$ cat src/rtl/rr_arb8_if.sv
// Request/grant bundle for the 8-way round-robin arbiter.
// master = requester side, slave = arbiter side.
interface rr_arb8_if;
  logic [7:0] req;
  logic       done;
  logic [7:0] gnt;
  logic [2:0] gnt_idx;
  logic       busy;
  logic [7:0] seg;

  modport master (
    output req,
    output done,
    input  gnt,
    input  gnt_idx,
    input  busy,
    input  seg
  );

  modport slave (
    input  req,
    input  done,
    output gnt,
    output gnt_idx,
    output busy,
    output seg
  );
endinterface

$ cat src/rtl/rr_arb8.sv
// 8-way round-robin arbiter with hold limit and registered one-hot grant.
// Define RR_ARB8_SEG_EN to drive a seven-segment display of the owner index; otherwise seg = FF.
module rr_arb8 #(
  parameter int unsigned MAX_HOLD = 15
) (
  input logic       clk,
  input logic       rst,
  rr_arb8_if.slave  bus
);

  localparam int unsigned HoldW = (MAX_HOLD > 1) ? $clog2(MAX_HOLD) : 1;
  localparam logic [HoldW-1:0] HoldLast = HoldW'(MAX_HOLD - 1);

  typedef enum logic {StIdle, StGrant} state_e;

  state_e           state_q, state_d;
  logic [2:0]       ptr_q, ptr_d;
  logic [HoldW-1:0] hold_q, hold_d;
  logic [7:0]       gnt_q, gnt_d;
  logic [2:0]       idx_q, idx_d;

  logic       pick_valid;
  logic [2:0] pick_idx;
  logic [2:0] cand;
  logic       release_c;

  // First requester after the last owner, wrapping mod 8.
  always_comb begin
    pick_valid = 1'b0;
    pick_idx   = '0;
    cand       = '0;
    for (int i = 1; i < 9; i++) begin
      cand = ptr_q + 3'(i);
      if (!pick_valid && bus.req[cand]) begin
        pick_valid = 1'b1;
        pick_idx   = cand;
      end
    end
  end

  assign release_c = bus.done || !bus.req[ptr_q] || (hold_q == HoldLast);

  always_comb begin
    state_d = state_q;
    ptr_d   = ptr_q;
    hold_d  = hold_q;
    gnt_d   = gnt_q;
    idx_d   = idx_q;
    unique case (state_q)
      StIdle: begin
        if (pick_valid) begin
          state_d = StGrant;
          ptr_d   = pick_idx;
          hold_d  = '0;
          gnt_d   = 8'h01 << pick_idx;
          idx_d   = pick_idx;
        end
      end
      StGrant: begin
        if (release_c) begin
          state_d = StIdle;
          gnt_d   = '0;
          idx_d   = '0;
        end else begin
          hold_d = hold_q + 1'b1;
        end
      end
      default: begin
        state_d = StIdle;
        gnt_d   = '0;
        idx_d   = '0;
      end
    endcase
  end

  always_ff @(posedge clk or posedge rst) begin
    if (rst) begin
      state_q <= StIdle;
      ptr_q   <= 3'd7;
      hold_q  <= '0;
      gnt_q   <= '0;
      idx_q   <= '0;
    end else begin
      state_q <= state_d;
      ptr_q   <= ptr_d;
      hold_q  <= hold_d;
      gnt_q   <= gnt_d;
      idx_q   <= idx_d;
    end
  end

  assign bus.gnt     = gnt_q;
  assign bus.gnt_idx = idx_q;
  assign bus.busy    = (state_q == StGrant);

`ifdef RR_ARB8_SEG_EN
  logic [7:0] seg_q, seg_d;

  // Common-anode, active-low {dp,g..a}.
  function automatic logic [7:0] seg_decode(input logic [2:0] idx);
    logic [7:0] code;
    unique case (idx)
      3'd0:    code = 8'hC0;
      3'd1:    code = 8'hF9;
      3'd2:    code = 8'hA4;
      3'd3:    code = 8'hB0;
      3'd4:    code = 8'h99;
      3'd5:    code = 8'h92;
      3'd6:    code = 8'h82;
      default: code = 8'hF8;
    endcase
    return code;
  endfunction

  always_comb begin
    seg_d = 8'hFF;
    if (state_d == StGrant) begin
      seg_d = seg_decode(idx_d);
    end
  end

  always_ff @(posedge clk or posedge rst) begin
    if (rst) begin
      seg_q <= 8'hFF;
    end else begin
      seg_q <= seg_d;
    end
  end

  assign bus.seg = seg_q;
`else
  assign bus.seg = 8'hFF;
`endif

endmodule

$ cat src/flat_wrapper.sv
// flat-port wrapper written by rule: the top's interface ports become plain ports
module rr_arb8_flat 
#(
  parameter int unsigned MAX_HOLD = 15
)
  (clk, rst, bus_req, bus_done, bus_gnt, bus_gnt_idx, bus_busy, bus_seg);
  rr_arb8_if bus_i ();
  input logic clk;
  input logic rst;
  input wire logic [$bits(bus_i.req)-1:0] bus_req;
  input wire logic [$bits(bus_i.done)-1:0] bus_done;
  output wire logic [$bits(bus_i.gnt)-1:0] bus_gnt;
  output wire logic [$bits(bus_i.gnt_idx)-1:0] bus_gnt_idx;
  output wire logic [$bits(bus_i.busy)-1:0] bus_busy;
  output wire logic [$bits(bus_i.seg)-1:0] bus_seg;
  assign bus_i.req = bus_req;
  assign bus_i.done = bus_done;
  assign bus_gnt = bus_i.gnt;
  assign bus_gnt_idx = bus_i.gnt_idx;
  assign bus_busy = bus_i.busy;
  assign bus_seg = bus_i.seg;
  rr_arb8 #(.MAX_HOLD(MAX_HOLD)) u_core (.clk(clk), .rst(rst), .bus(bus_i));
endmodule
$ cat config.mk
export PLATFORM = sky130hd
export DESIGN_NAME = rr_arb8_flat
export DESIGN_NICKNAME = d
export VERILOG_FILES = /design/src/rtl/rr_arb8_if.sv /design/src/rtl/rr_arb8.sv /design/src/flat_wrapper.sv
export SDC_FILE = /design/constraint.sdc
export NUM_CORES = 1
export LEC_CHECK = 0
export ABC_AREA = 1
export CAP_MARGIN = 20
export CELL_PAD_IN_SITES_DETAIL_PLACEMENT = 0
export CELL_PAD_IN_SITES_GLOBAL_PLACEMENT = 1
export CORE_MARGIN = 5
export CORE_UTILIZATION = 34
export CTS_BUF_LIST = sky130_fd_sc_hd__clkbuf_4 sky130_fd_sc_hd__clkbuf_8
export DETAILED_ROUTE_END_ITERATION = 16
export PLACE_DENSITY_LB_ADDON = 0.1
export SYNTH_ARGS = -nofsm -noshare
export SYNTH_HDL_FRONTEND = slang
export SYNTH_SLANG_ARGS = --single-unit
$ cat constraint.sdc
create_clock -name clk -period 2.7 [get_ports clk]
set_input_delay 0.405 -clock clk [delete_from_list [all_inputs] [get_ports clk]]
set_output_delay 0.405 -clock clk [all_outputs]
set_load 0.05 [all_outputs]
==> metrics.md <==
| Metric | Value |
|---|---|
| Outcome | complete, no violations |
| First-pass GRT wire length | 6890 um |
| Area contributors post-synth | dfrtp_1 24%, nand2_1 16%, nand3_1 10% |
| Slew Viols, Final | 0 |
| Commonest non-fill, non-tap cells in the layout | 70 x nand2_1, 34 x nand3_1, 23 x nor2_1 |
| Final Wtd Congestion | around 0.83 |
| Clk_skew | 0.00345 ns |
| Final Hold Fails | 0 |
| RR Endpoint | u_core.bus.gnt[6] |
| Initial Util | 0.350 |
| Wl on met1 | 2070 um |
| Initial DRC Count | 82 |
| Endpoint, Worst Hold | u_core.bus.gnt_idx[2] |
| Register bit count reported by yosys | 19 |
| Post-Place Setup Slack | between 0.07 and 0.08 ns |
| Postcts setup bufs | 0 |
| R2r setup slk | 0.19 ns |
| Core box area | 4690 um2 |
| Worst slew pin tran | 0.715 ns |
| Via Count | 1572 |
| Root buffer selected by CTS | clkbuf_8 |
| Worst slew margin | 0.523 |
| Die X | between 70 and 80 um |
| WS Path Type | reg2reg |
| Gr usage total | 0.135 |
| DR DRC count | 0 |
| Post-synthesis sequential area ratio | 0.292 |
| Setup violations, final | 0 |
| Routed wire per std cell | 12.8 um |
| Syn. warnings | 0 |
| Mapped Area | ~1600 um2 |
| Clk buf depth | 2 |
| Final setup margin | 0.192 ns |
| Final min period | 2.51 ns |
| Worst EP required | 2.88 ns |
| Ports | 31 |
| DR pass1 iterations | 4 |
| Area Growth Syn to Fin | 21.4% |
| Number of placement rows | 25 |
| Die area | around 6300 um2 |
| Reg2Reg Launch Point | u_core.ptr_q[1] |
| Clock Sinks | 19 |
| Clock Latency Late Sink | ~0.25 ns |
| Vert. Die Dim | between 70 and 80 um |
| Fmax | 399 MHz |
| Yosys top cell by area | dfrtp_1 |
| Top Layer Used | met4 |
| Total negative slack | 0 ns |
| Cell variety after synth | 29 |
| Crit path arrival time | 2.69 ns |
| Crit path max fanout | 9 |
| Final HPWL DP | 3400 um |
| Input/output buffers | 22 |
| Worst Reg-to-Reg Cells | 14 |
| Worst Hold Class | reg2reg |
| Largest net degree at the start of global routing | 20 |
| Final nets | 282 |
| DR WL met3 | 231 um |
| Total CTS buffers | 3 |
| Hold Crit Depth | 2 |
| Avg Cell Area, Syn | 6.83 um2 |
| Post-route ant nets | 0 |
| H-tree levels | 1 |
| Mapped Cells | 240 |
| Antenna cells | 0 |
| Hold Buf Count CTS | 0 |
| Met2 Routed Length | approximately 1800 um |
| CTS tree | done |
| Synth top area share | 0.244 |
| Initial antenna violation count | 0 |
| Max Cap Viol | 0 |
| Clk slew on worst S/H paths | around 0.070 ns |
| Critical path startpoint category | register |
| Final worst-path cycle share | 0.929 |
| Setup crit end kind | register |
| Vias/cell | 4.91 |
| GRT overflow | 0 |
| Leading cell type in the layout, fill and taps excluded | nand2_1 |
| Final wirelength | about 4100 um |
| Vias in the first global route | roughly 1500 |
| Layout cell share with drive strength beyond 1 | 0.162 |
| Hold_sp | u_core.bus.gnt_idx[2] |
[worst max-delay path, stage by stage (launching register included)]
cell	delay [ns]
dfstp_2	0.54
buf_4	0.18
ha_2	0.21
inv_1	0.05
nand2_1	0.06
nand2_2	0.09
nand3_2	0.11
nand2_4	0.09
nor2_8	0.17
nand4_4	0.11
nor2_4	0.21
nand4_1	0.15
nand4_1	0.21
nand2_1	0.12
o21bai_2	0.14
[flip-flops by register name (all words and copies together) (netlist names)]
| signal | cells |
|---|---|
| u_core.hold_q | 4 |
| u_core.ptr_q | 3 |
| u_core.bus.gnt_idx | 3 |
| u_core.bus.busy | 1 |
| u_core.bus.gnt | 8 |
[area by class of cell]
| class | instances | area (um2) |
|---|---|---|
| Timing Repair Buffer | 27 | 265 |
| Clock inverter | 1 | 5.00 |
| Inverter | 24 | 93.8 |
| Multi-Input combinational cell | 192 | 1040 |
| Sequential cell | 19 | 479 |
| Clock buffer | 3 | 41.3 |
| Tap cell | 54 | 67.6 |
| Fill cell | 504 | 2700 |
[cell usage after synthesis]
| cell | instances |
|---|---|
| a31oi_1 | 2 |
| a31oi_2 | 1 |
| buf_2 | 2 |
| buf_4 | 9 |
| buf_6 | 1 |
| clkinv_1 | 1 |
| clkinv_2 | 1 |
| conb_1 | 1 |
| dfrtp_1 | 16 |
| dfstp_2 | 3 |
| ha_1 | 4 |
| inv_1 | 19 |
| inv_2 | 3 |
| nand2_1 | 71 |
| nand2_2 | 6 |
| nand2_4 | 2 |
| nand3_1 | 34 |
| nand3_2 | 4 |
| nand4_1 | 10 |
| nand4_4 | 1 |
| nor2_1 | 24 |
| nor2_2 | 1 |
| nor2_4 | 1 |
| nor2_8 | 1 |
| o21ai_0 | 4 |
| o21ai_1 | 9 |
| o21bai_2 | 4 |
| xnor2_1 | 2 |
| xor2_1 | 3 |
[worst max-delay path by stage]
stage	start	end	slack [ns]	cells after the start
after floorplan	u_core.ptr_q[1]	u_core.bus.gnt[0]	0.11	16
after global placement	u_core.ptr_q[1]	u_core.bus.gnt[7]	0.08	13
after detailed placement	u_core.ptr_q[1]	u_core.bus.gnt[3]	0.07	13
after CTS	u_core.ptr_q[1]	u_core.bus.gnt[3]	0.06	13
after global routing	u_core.ptr_q[1]	u_core.bus.gnt[2]	-0.01	14
final	u_core.ptr_q[1]	u_core.bus.gnt[6]	0.19	14
[cell families after synthesis]
family / share of synthesized area
buf+inv: 0.110
xor+xnor: 0.0267
compound gates: 0.0824
fa+ha+maj: 0.0305
flops: 0.292
simple gates: 0.456
other cells: 0.00229
[through the flow]
stage          hold slack, ns  area [um2]  utilization  cells
2_1_floorplan           0.354        1670            -    247
3_3_place_gp            0.481        1900        0.406    316
3_5_place_dp            0.470        1900        0.406    316
4_1_cts                 0.487        1950        0.415    320
5_1_grt                 0.526        1990        0.425    320
6_report                0.480        1990        0.425    320
[what timing repair did]
action / in CTS / in global routing
endpoints found under the hold margin: 0 / 0
gates resized for setup: 0 / 11
endpoints found under the setup margin: 0 / 17
[routing by layer]
| metal | track usage | up-vias |
|---|---|---|
| li1 | - | 819 |
| met1 | 0.204 | 713 |
| met2 | 0.206 | 38 |
| met3 | 0.0248 | 2 |
| met4 | 0.0103 | 0 |
| met5 | 0 | - |
Power is not shown: default switching activity piles up to over one toggle a cycle in this logic, so the estimate is an artifact.
